<file path="src/rtl/uart_tx_byte.sv">
// uart_tx_byte: byte-serial UART transmitter.
// Frame: start bit, 8 data bits LSB first, optional parity bit, 1 or 2 stop bits.
// Each bit lasts BAUD_DIV clk cycles. rdy = 1 while a frame is in flight.
// txd and rdy come straight from flops.
module uart_tx_byte #(
  parameter int unsigned BAUD_DIV   = 5208,
  parameter int unsigned PARITY_EN  = 0,
  parameter int unsigned PARITY_ODD = 0,
  parameter int unsigned STOP_BITS  = 1
) (
  input  logic       clk,
  input  logic       res,
  input  logic [7:0] din_tx,
  input  logic       en_din_tx,
  output logic       txd,
  output logic       rdy
);

  typedef enum logic [2:0] {
    ST_IDLE   = 3'd0,
    ST_START  = 3'd1,
    ST_DATA   = 3'd2,
    ST_PARITY = 3'd3,
    ST_STOP   = 3'd4
  } state_t;

  localparam logic [15:0] BAUD_LAST = 16'(BAUD_DIV - 32'd1);
  localparam logic        STOP_LAST = (STOP_BITS == 32'd2) ? 1'b1 : 1'b0;
  localparam logic        PAR_EN    = (PARITY_EN != 32'd0) ? 1'b1 : 1'b0;
  localparam logic        PAR_ODD   = (PARITY_ODD != 32'd0) ? 1'b1 : 1'b0;

  // Parity bit for a byte: even sense gives an even total count of ones.
  function automatic logic parity_f(input logic [7:0] data, input logic odd);
    return (^data) ^ odd;
  endfunction

  state_t      state_r, state_nxt_s;
  logic [15:0] baud_cnt_r, baud_cnt_nxt_s;
  logic [2:0]  bit_cnt_r, bit_cnt_nxt_s;
  logic        stop_cnt_r, stop_cnt_nxt_s;
  logic [7:0]  shift_r, shift_nxt_s;
  logic        par_r, par_nxt_s;
  logic        txd_r, txd_nxt_s;
  logic        rdy_r, rdy_nxt_s;
  logic        baud_end_s;

  // Next-state and next-output logic; txd/rdy are computed one edge ahead
  // so that the registered copies change exactly at bit boundaries.
  always_comb begin
    state_nxt_s    = state_r;
    baud_cnt_nxt_s = baud_cnt_r;
    bit_cnt_nxt_s  = bit_cnt_r;
    stop_cnt_nxt_s = stop_cnt_r;
    shift_nxt_s    = shift_r;
    par_nxt_s      = par_r;
    txd_nxt_s      = txd_r;
    rdy_nxt_s      = rdy_r;
    baud_end_s     = (baud_cnt_r == BAUD_LAST);

    case (state_r)
      ST_IDLE: begin
        if (en_din_tx) begin
          // Accepting edge: start bit goes out immediately.
          shift_nxt_s    = din_tx;
          par_nxt_s      = parity_f(din_tx, PAR_ODD);
          baud_cnt_nxt_s = 16'd0;
          state_nxt_s    = ST_START;
          txd_nxt_s      = 1'b0;
          rdy_nxt_s      = 1'b1;
        end else begin
          txd_nxt_s      = 1'b1;
          rdy_nxt_s      = 1'b0;
        end
      end

      ST_START, ST_DATA, ST_PARITY, ST_STOP: begin
        if (!baud_end_s) begin
          baud_cnt_nxt_s = baud_cnt_r + 16'd1;
        end else begin
          baud_cnt_nxt_s = 16'd0;
          case (state_r)
            ST_START: begin
              state_nxt_s   = ST_DATA;
              bit_cnt_nxt_s = 3'd0;
              txd_nxt_s     = shift_r[0];
            end
            ST_DATA: begin
              shift_nxt_s = {1'b0, shift_r[7:1]};
              if (bit_cnt_r == 3'd7) begin
                if (PAR_EN) begin
                  state_nxt_s = ST_PARITY;
                  txd_nxt_s   = par_r;
                end else begin
                  state_nxt_s    = ST_STOP;
                  stop_cnt_nxt_s = 1'b0;
                  txd_nxt_s      = 1'b1;
                end
              end else begin
                bit_cnt_nxt_s = bit_cnt_r + 3'd1;
                txd_nxt_s     = shift_r[1];
              end
            end
            ST_PARITY: begin
              state_nxt_s    = ST_STOP;
              stop_cnt_nxt_s = 1'b0;
              txd_nxt_s      = 1'b1;
            end
            ST_STOP: begin
              if (stop_cnt_r == STOP_LAST) begin
                state_nxt_s = ST_IDLE;
                txd_nxt_s   = 1'b1;
                rdy_nxt_s   = 1'b0;
              end else begin
                stop_cnt_nxt_s = stop_cnt_r + 1'b1;
              end
            end
            default: begin
              state_nxt_s = ST_IDLE;
              txd_nxt_s   = 1'b1;
              rdy_nxt_s   = 1'b0;
            end
          endcase
        end
      end

      default: begin
        // Unreachable encodings recover to a quiet idle line.
        state_nxt_s    = ST_IDLE;
        baud_cnt_nxt_s = 16'd0;
        bit_cnt_nxt_s  = 3'd0;
        stop_cnt_nxt_s = 1'b0;
        txd_nxt_s      = 1'b1;
        rdy_nxt_s      = 1'b0;
      end
    endcase
  end

  // State, counters, data and output flops; reset forces the line high at once.
  always_ff @(posedge clk or negedge res) begin
    if (!res) begin
      state_r    <= ST_IDLE;
      baud_cnt_r <= 16'd0;
      bit_cnt_r  <= 3'd0;
      stop_cnt_r <= 1'b0;
      shift_r    <= 8'd0;
      par_r      <= 1'b0;
      txd_r      <= 1'b1;
      rdy_r      <= 1'b0;
    end else begin
      state_r    <= state_nxt_s;
      baud_cnt_r <= baud_cnt_nxt_s;
      bit_cnt_r  <= bit_cnt_nxt_s;
      stop_cnt_r <= stop_cnt_nxt_s;
      shift_r    <= shift_nxt_s;
      par_r      <= par_nxt_s;
      txd_r      <= txd_nxt_s;
      rdy_r      <= rdy_nxt_s;
    end
  end

  assign txd = txd_r;
  assign rdy = rdy_r;

endmodule

</file>
<file path="config.mk">
export PLATFORM = sky130hd
export DESIGN_NAME = uart_tx_byte
export DESIGN_NICKNAME = d
export VERILOG_FILES = /design/src/rtl/uart_tx_byte.sv
export SDC_FILE = /design/constraint.sdc
export NUM_CORES = 1
export LEC_CHECK = 0
export ABC_CLOCK_PERIOD_IN_PS = 1760
export CORE_MARGIN = 1.5
export CORE_UTILIZATION = 45
export CTS_CLUSTER_DIAMETER = 60
export DETAILED_ROUTE_END_ITERATION = 8
export HOLD_SLACK_MARGIN = 0.12
export PLACE_DENSITY = 0.66
export RECOVER_POWER = 25
export SLEW_MARGIN = 20
export SYNTH_ARGS = -nofsm -noshare
export SYNTH_HDL_FRONTEND = slang
export SYNTH_SLANG_ARGS = --single-unit
</file>
<file path="constraint.sdc">
create_clock -name clk -period 1.76 [get_ports clk]
set_input_delay 0.352 -clock clk [delete_from_list [all_inputs] [get_ports clk]]
set_output_delay 0.352 -clock clk [all_outputs]
set_load 0.05 [all_outputs]
</file>
==> flow_summary.yaml, run 1 <==
timing:
  tightest_slew_ps: 785
  finalCritPeriodShare_pct: 98.8
  finalSetupViolCount: 0
  drv_slew: 0
  period_minus_slack_ps: 1740
  fmax_mhz: 575
  skew_ps: 7.12
  layout_setup_ws_ps: 21.5
  hold_viol_final: 0
  rsz0062_at_grt: "true"
  tns_ps: 0
  relSlewSlack_pct: 47.7
clocking:
  cts_made_buffers: 5
  ctsHoldBuffers: 0
  clk_latency_ps: 290
  cts_sinks: 32
  clk_path_buf_depth: 2
  htree_levels: 2
  root_buffer: "clkbuf_8"
  cts_tree: "done"
  clk_pin_slew_ps: 70
logic_synthesis:
  ys_seq_area_share_pct: 45.0
  synth_simple_gate_area_share_pct: 19.8
  synth_fa_ha_area_share_pct: 2.11
  synth_compound_area_share_pct: 16.2
  synthXorXnorAreaFrac_pct: 1.48
  synthMuxAreaShare_pct: 11.2
  syn_nets: 191
  syn_area_sq_mm: 0.00178
  ys.flop_type: "dfrtp_1"
  yosysWarnings: 0
  ys_seq_elements: 32
  netlist_instances: 177
  synth_top_family_by_area: "simple AND/OR/NAND/NOR gates"
  synth.avg_cell_area_sq_um: 10.1
  synth-edff-count: 0
  ys_types: 43
  synthArstFlopShare_pct: 100
floorplanning:
  dieWidth_um: 65.9
  core-area_sq_mm: 0.00374
  io_pins: 13
  dieArea_sq_mm: 0.00434
  fp.dieH_um: 65.9
  rows: 22
  initial_utilization_pct: 47.6
global_route:
  grt_pass1_vias: 1624
  antenna_found_initial: 0
  grt_overflow: 0
  grt_busiest_layer: "met2"
  met2_usage_pct: 40.4
  grt_start_max_net_pins: 33
  grt_use_total_pct: 22.5
  met1_usage_pct: 24.5
  grtUsageMet3_pct: 6.13
  grt_pass1_wl_mm: 7.35
place:
  dp_slack_ps: -379
  dp_cells: 258
  place_congestion: 0.827
  numPortBuffers: 12
  placed_area_sq_mm: 0.00219
  dp_hpwl_mm: 2.84
setup_path:
  setup.worst_path.end_class: "flip-flop"
  slowest_delay_ps: 400
  required_ps: 1940
  worstPathArrival_ps: 1910
  worst_path_max_delay_cell: "dfrtp_1"
  critical_path_class: "reg2reg"
  cp_max_fo: 8
  crit_chain: "nor4b_2, nand4_1, buf_4, a21boi_4, buf_12, mux2_4"
  critPathLaunchType: "flip-flop"
pwr:
  irDropWorstVdd_mv: 0.663
  power.density_mw_per_mm2: 1090
  p_leak_uw: 0.00104
layout:
  antennaDiodeCount: 0
  fin_cells: 274
  area_growth_pct: 36.0
  drive_above_1_share_pct: 34.1
  fillCellCount: 309
  final_area_sq_mm: 0.00242
  finalNetCount: 239
detailed_routing:
  routed_wl_mm: 4.27
  vias: 1604
  wire_per_inst_um: 15.6
  first_pass_iters: 4
  drc: 0
  vias_per_cell: 5.85
  first_iter_violations: 141
  postRouteAntennaNets: 0
job:
  maxCapViolCount: 0
hold_path:
  hp-class: "reg2reg"
run_status:
  status: "complete, no violations"
==> synth_stat cells, drive strengths merged (4+ instances only) <==
| library cell | instances | area, sq um |
|---|---|---|
| buf | 6 | 32.5 |
| dfrtp | 31 | 776 |
| nor2 | 12 | 52.6 |
| nand4 | 7 | 50.1 |
| nand2 | 7 | 26.3 |
| o21ai | 6 | 30.0 |
| clkbuf | 5 | 18.8 |
| mux2 | 15 | 169 |
| or3 | 4 | 25.0 |
| inv | 6 | 22.5 |
| nand3 | 12 | 60.1 |
| nor3 | 4 | 20.0 |
| a21oi | 10 | 50.1 |
| a31oi | 9 | 56.3 |
==> path summary, 6_finish.rpt <==
| check | start | to | slack [ps] | cells past startpoint |
|---|---|---|---|---|
| worst max-delay path | baud_cnt_r[9] | shift_r[3] | 20 | 6 |
| worst min-delay path | bit_cnt_r[1] | bit_cnt_r[1] | 500 | 1 |
| worst max register to register | baud_cnt_r[9] | shift_r[3] | 20 | 6 |
| max in group asynchronous | res | state_r[2] | 560 | 2 |
| worst min register to register | bit_cnt_r[1] | bit_cnt_r[1] | 500 | 1 |
| min in group asynchronous | res | baud_cnt_r[8] | 670 | 2 |
==> routing by layer <==
metal	vias up	wire length [um]
li1	767	-
met1	794	1780
met2	35	2280
met3	8	149
met4	0	70
met5	-	0
==> logic make-up after synthesis <==
family | count (synthesis)
adder cells (fa/ha/maj) | 3
flip-flops | 32
multiplexers | 18
buffers and inverters | 17
AND/OR/NAND/NOR | 61
AO/OA/AOI/OAI | 43
XOR/XNOR | 3
==> metrics by stage <==
stage | utilization (%) | total power (uW) | hold WS (ps)
finish | 64.7 | 2650 | 502
floorplan | - | 1580 | 56.4
global route | 64.7 | 2800 | 532
global placement | 58.4 | 1950 | 482
CTS | 64.2 | 2640 | 465
detailed placement | 58.4 | 1980 | 488
==> cells in the final DEF (no fill, tap or decap), types with 4 or more instances in the layout <==
| cell | Yosys | final |
|---|---|---|
| or3_1 | 4 | 4 |
| mux2_2 | 14 | 7 |
| a31oi_1 | 9 | 9 |
| nor2_1 | 11 | 11 |
| inv_1 | 6 | 6 |
| clkdlybuf4s50_1 | 0 | 8 |
| nand2_1 | 7 | 7 |
| buf_4 | 1 | 35 |
| nor3_1 | 4 | 4 |
| dfrtp_1 | 31 | 30 |
| mux2_4 | 0 | 7 |
| clkbuf_8 | 0 | 6 |
| nand3_1 | 12 | 11 |
| o21ai_0 | 6 | 6 |
| nand4_1 | 6 | 6 |
| a21oi_1 | 10 | 10 |
==> power breakdown <==
| group | switching, uW | internal (uW) |
|---|---|---|
| Clock | 278 | 317 |
| Sequential | 148 | 936 |
| Combinational | 441 | 526 |
| Total | 867 | 1780 |
==> worst max-delay path: cells and delay by family (launching register included) <==
kind | cells | cell delay [ps]
buffers and inverters | 2 | 320
DFF | 1 | 400
muxes | 1 | 300
and+or+nand+nor | 2 | 450
AOI/OAI and AO/OA | 1 | 160
==> what timing repair did <==
action,CTS,global route
gates resized for setup,13,4
endpoints found under the setup margin,24,19
buffers inserted,7,0
gates cloned,1,0
pin swaps,7,0
==> layout make-up <==
class	count	area [sq um]	share of cell area, %
clock inverters	1	7.51	0.310
multi-input cells	128	987	40.8
flip-flops and latches	32	803	33.2
inverters	6	22.5	0.930
repair buffers	52	454	18.8
well taps	48	60.1	2.48
clock buffers	7	86.3	3.57
==> flip-flops by register name (all words and copies together), names as in the netlist <==
| register | cells |
|---|---|
| baud_cnt_r | 16 |
| shift_r | 8 |
| bit_cnt_r | 3 |
| state_r | 3 |
| rdy | 1 |
| txd | 1 |
Power figures use the tool's default switching activity.
==> inputs of run 2 (changes only) <==
- CELL_PAD_IN_SITES_DETAIL_PLACEMENT: not set -> 0
- CELL_PAD_IN_SITES_GLOBAL_PLACEMENT: not set -> 1
- CORE_UTILIZATION: 45 -> 41
- PLACE_DENSITY: 0.66 -> 0.75
==> flow_summary.yaml, run 2 (synthesis results as in run 1) <==
place:
  dp_cells: 264
  placed_area_sq_mm: 0.00223
  numPortBuffers: 12
  dp_hpwl_mm: 3.05
  dp_slack_ps: -407
  place_congestion: 0.809
global_route:
  antenna_found_initial: 0
  grt_pass1_vias: 1620
  grt_pass1_wl_mm: 7.58
  grt_use_total_pct: 22.1
  grt_start_max_net_pins: 33
  grt_overflow: 0
floorplanning:
  rows: 23
  initial_utilization_pct: 43.6
  core-area_sq_mm: 0.00409
  fp.dieH_um: 68.9
  dieArea_sq_mm: 0.00475
  dieWidth_um: 68.9
  io_pins: 13
layout:
  largestRegisters: "baud_cnt_r: 16 flops, shift_r: 8 flops"
  finalNetCount: 242
  final_common_cell: "buf_4"
  drive_above_1_share_pct: 40.6
  layout_common_cells: "buf_4, dfrtp_1, nand3_1, nor2_1"
  fin_cells: 279
  fillCellCount: 316
  largest_register_ffs: 16
  area_growth_pct: 46.6
  antennaDiodeCount: 0
  top_register: "baud_cnt_r"
  final_area_sq_mm: 0.00261
detailed_routing:
  vias_per_cell: 5.91
  routed_wl_mm: 4.72
  first_iter_violations: 93
  drc: 0
  vias: 1650
  postRouteAntennaNets: 0
  first_pass_iters: 4
  wire_per_inst_um: 16.9
setup_path:
  crit_chain: "ha_2, buf_6, nand3_4, or4_4, or3_4, a21oi_2"
  setup.worst_path.end_class: "flip-flop"
  worst_path_max_delay_cell: "or4_4"
  slowest_delay_ps: 520
  required_ps: 1980
  worstPathArrival_ps: 2030
  critical_path_class: "reg2reg"
  cp_max_fo: 3
  critPathLaunchType: "flip-flop"
clocking:
  clk_path_buf_depth: 2
  cts_made_buffers: 5
  clk_pin_slew_ps: 70
  cts_sinks: 32
  ctsHoldBuffers: 0
  root_buffer: "clkbuf_8"
  cts_tree: "done"
  htree_levels: 2
  clk_latency_ps: 290
timing:
  layout_setup_ws_ps: -53.6
  rsz0062_at_grt: "true"
  drv_slew: 0
  hold_viol_final: 0
  finalCritPeriodShare_pct: 103
  hold_slack_ps: 500
  finalSetupViolCount: 2
  skew_ps: 6.68
  tightest_slew_ps: 806
  fmax_mhz: 551
  period_minus_slack_ps: 1810
  relSlewSlack_pct: 46.3
pwr:
  p_leak_uw: 0.00110
  irDropWorstVdd_mv: 0.647
  power.density_mw_per_mm2: 1120
run_status:
  failed_checks: "negative setup slack"
  status: "finished with violations"
job:
  maxCapViolCount: 0
hold_path:
  hp-class: "reg2reg"
[run 2: final timing paths]
kind | start | slack [ps] | cells past startpoint | end
worst max-delay path | baud_cnt_r[1] | -50 | 6 | baud_cnt_r[14]
worst min-delay path | bit_cnt_r[1] | 500 | 1 | bit_cnt_r[1]
worst max register to register | baud_cnt_r[1] | -50 | 6 | baud_cnt_r[14]
worst min register to register | bit_cnt_r[1] | 500 | 1 | bit_cnt_r[1]
max in group asynchronous | res | 520 | 2 | baud_cnt_r[7]
min in group asynchronous | res | 680 | 2 | bit_cnt_r[0]
[run 2: critical path, delay by kind of cell (launching register included)]
| kind | cells | cell delay, ps |
|---|---|---|
| AND/OR/NAND/NOR | 3 | 940 |
| flip-flops | 1 | 360 |
| adder cells (fa/ha/maj) | 1 | 200 |
| AO/OA/AOI/OAI | 1 | 130 |
| buffers and inverters | 1 | 110 |
[run 2: layout make-up]
class	count	area (sq um)	area share [%]
Inverter	6	22.5	0.863
Sequential cell	32	805	30.8
Tap cell	50	62.6	2.40
Clock buffer	7	96.3	3.69
Clock inverter	1	30.0	1.15
Timing Repair Buffer	55	519	19.9
Multi-Input combinational cell	128	1070	41.2
[run 2: report_power, final]
| part | internal (uW) | total (uW) | switching, uW |
|---|---|---|---|
| Clock | 499 | 781 | 282 |
| Combinational | 580 | 1040 | 465 |
| Sequential | 937 | 1110 | 173 |
[run 2: metal layers]
| metal | part of all wire [%] | GRT usage [%] | up-vias |
|---|---|---|---|
| met5 | 0 | 0 | - |
| met4 | 1.7 | 9.80 | 0 |
| met3 | 3.6 | 5.36 | 9 |
| met2 | 49 | 35.3 | 40 |
| met1 | 45 | 28.3 | 829 |
| li1 | - | - | 772 |
[run 2: timing repair]
action	in CTS	in global routing
buffers inserted	5	3
setup endpoints to repair	24	16
endpoints found under the hold margin	0	0
pin swaps	10	12
resized for setup	18	17
[run 2: per-stage QoR]
step,setup TNS [ps],util [%],total power [uW]
after floorplan,-488,-,1580
after global placement,-4300,54.6,1940
after detailed placement,-4260,54.6,1990
after CTS,-121,60.8,2840
after global routing,-568,63.9,3090
final,-58.3,63.9,2940
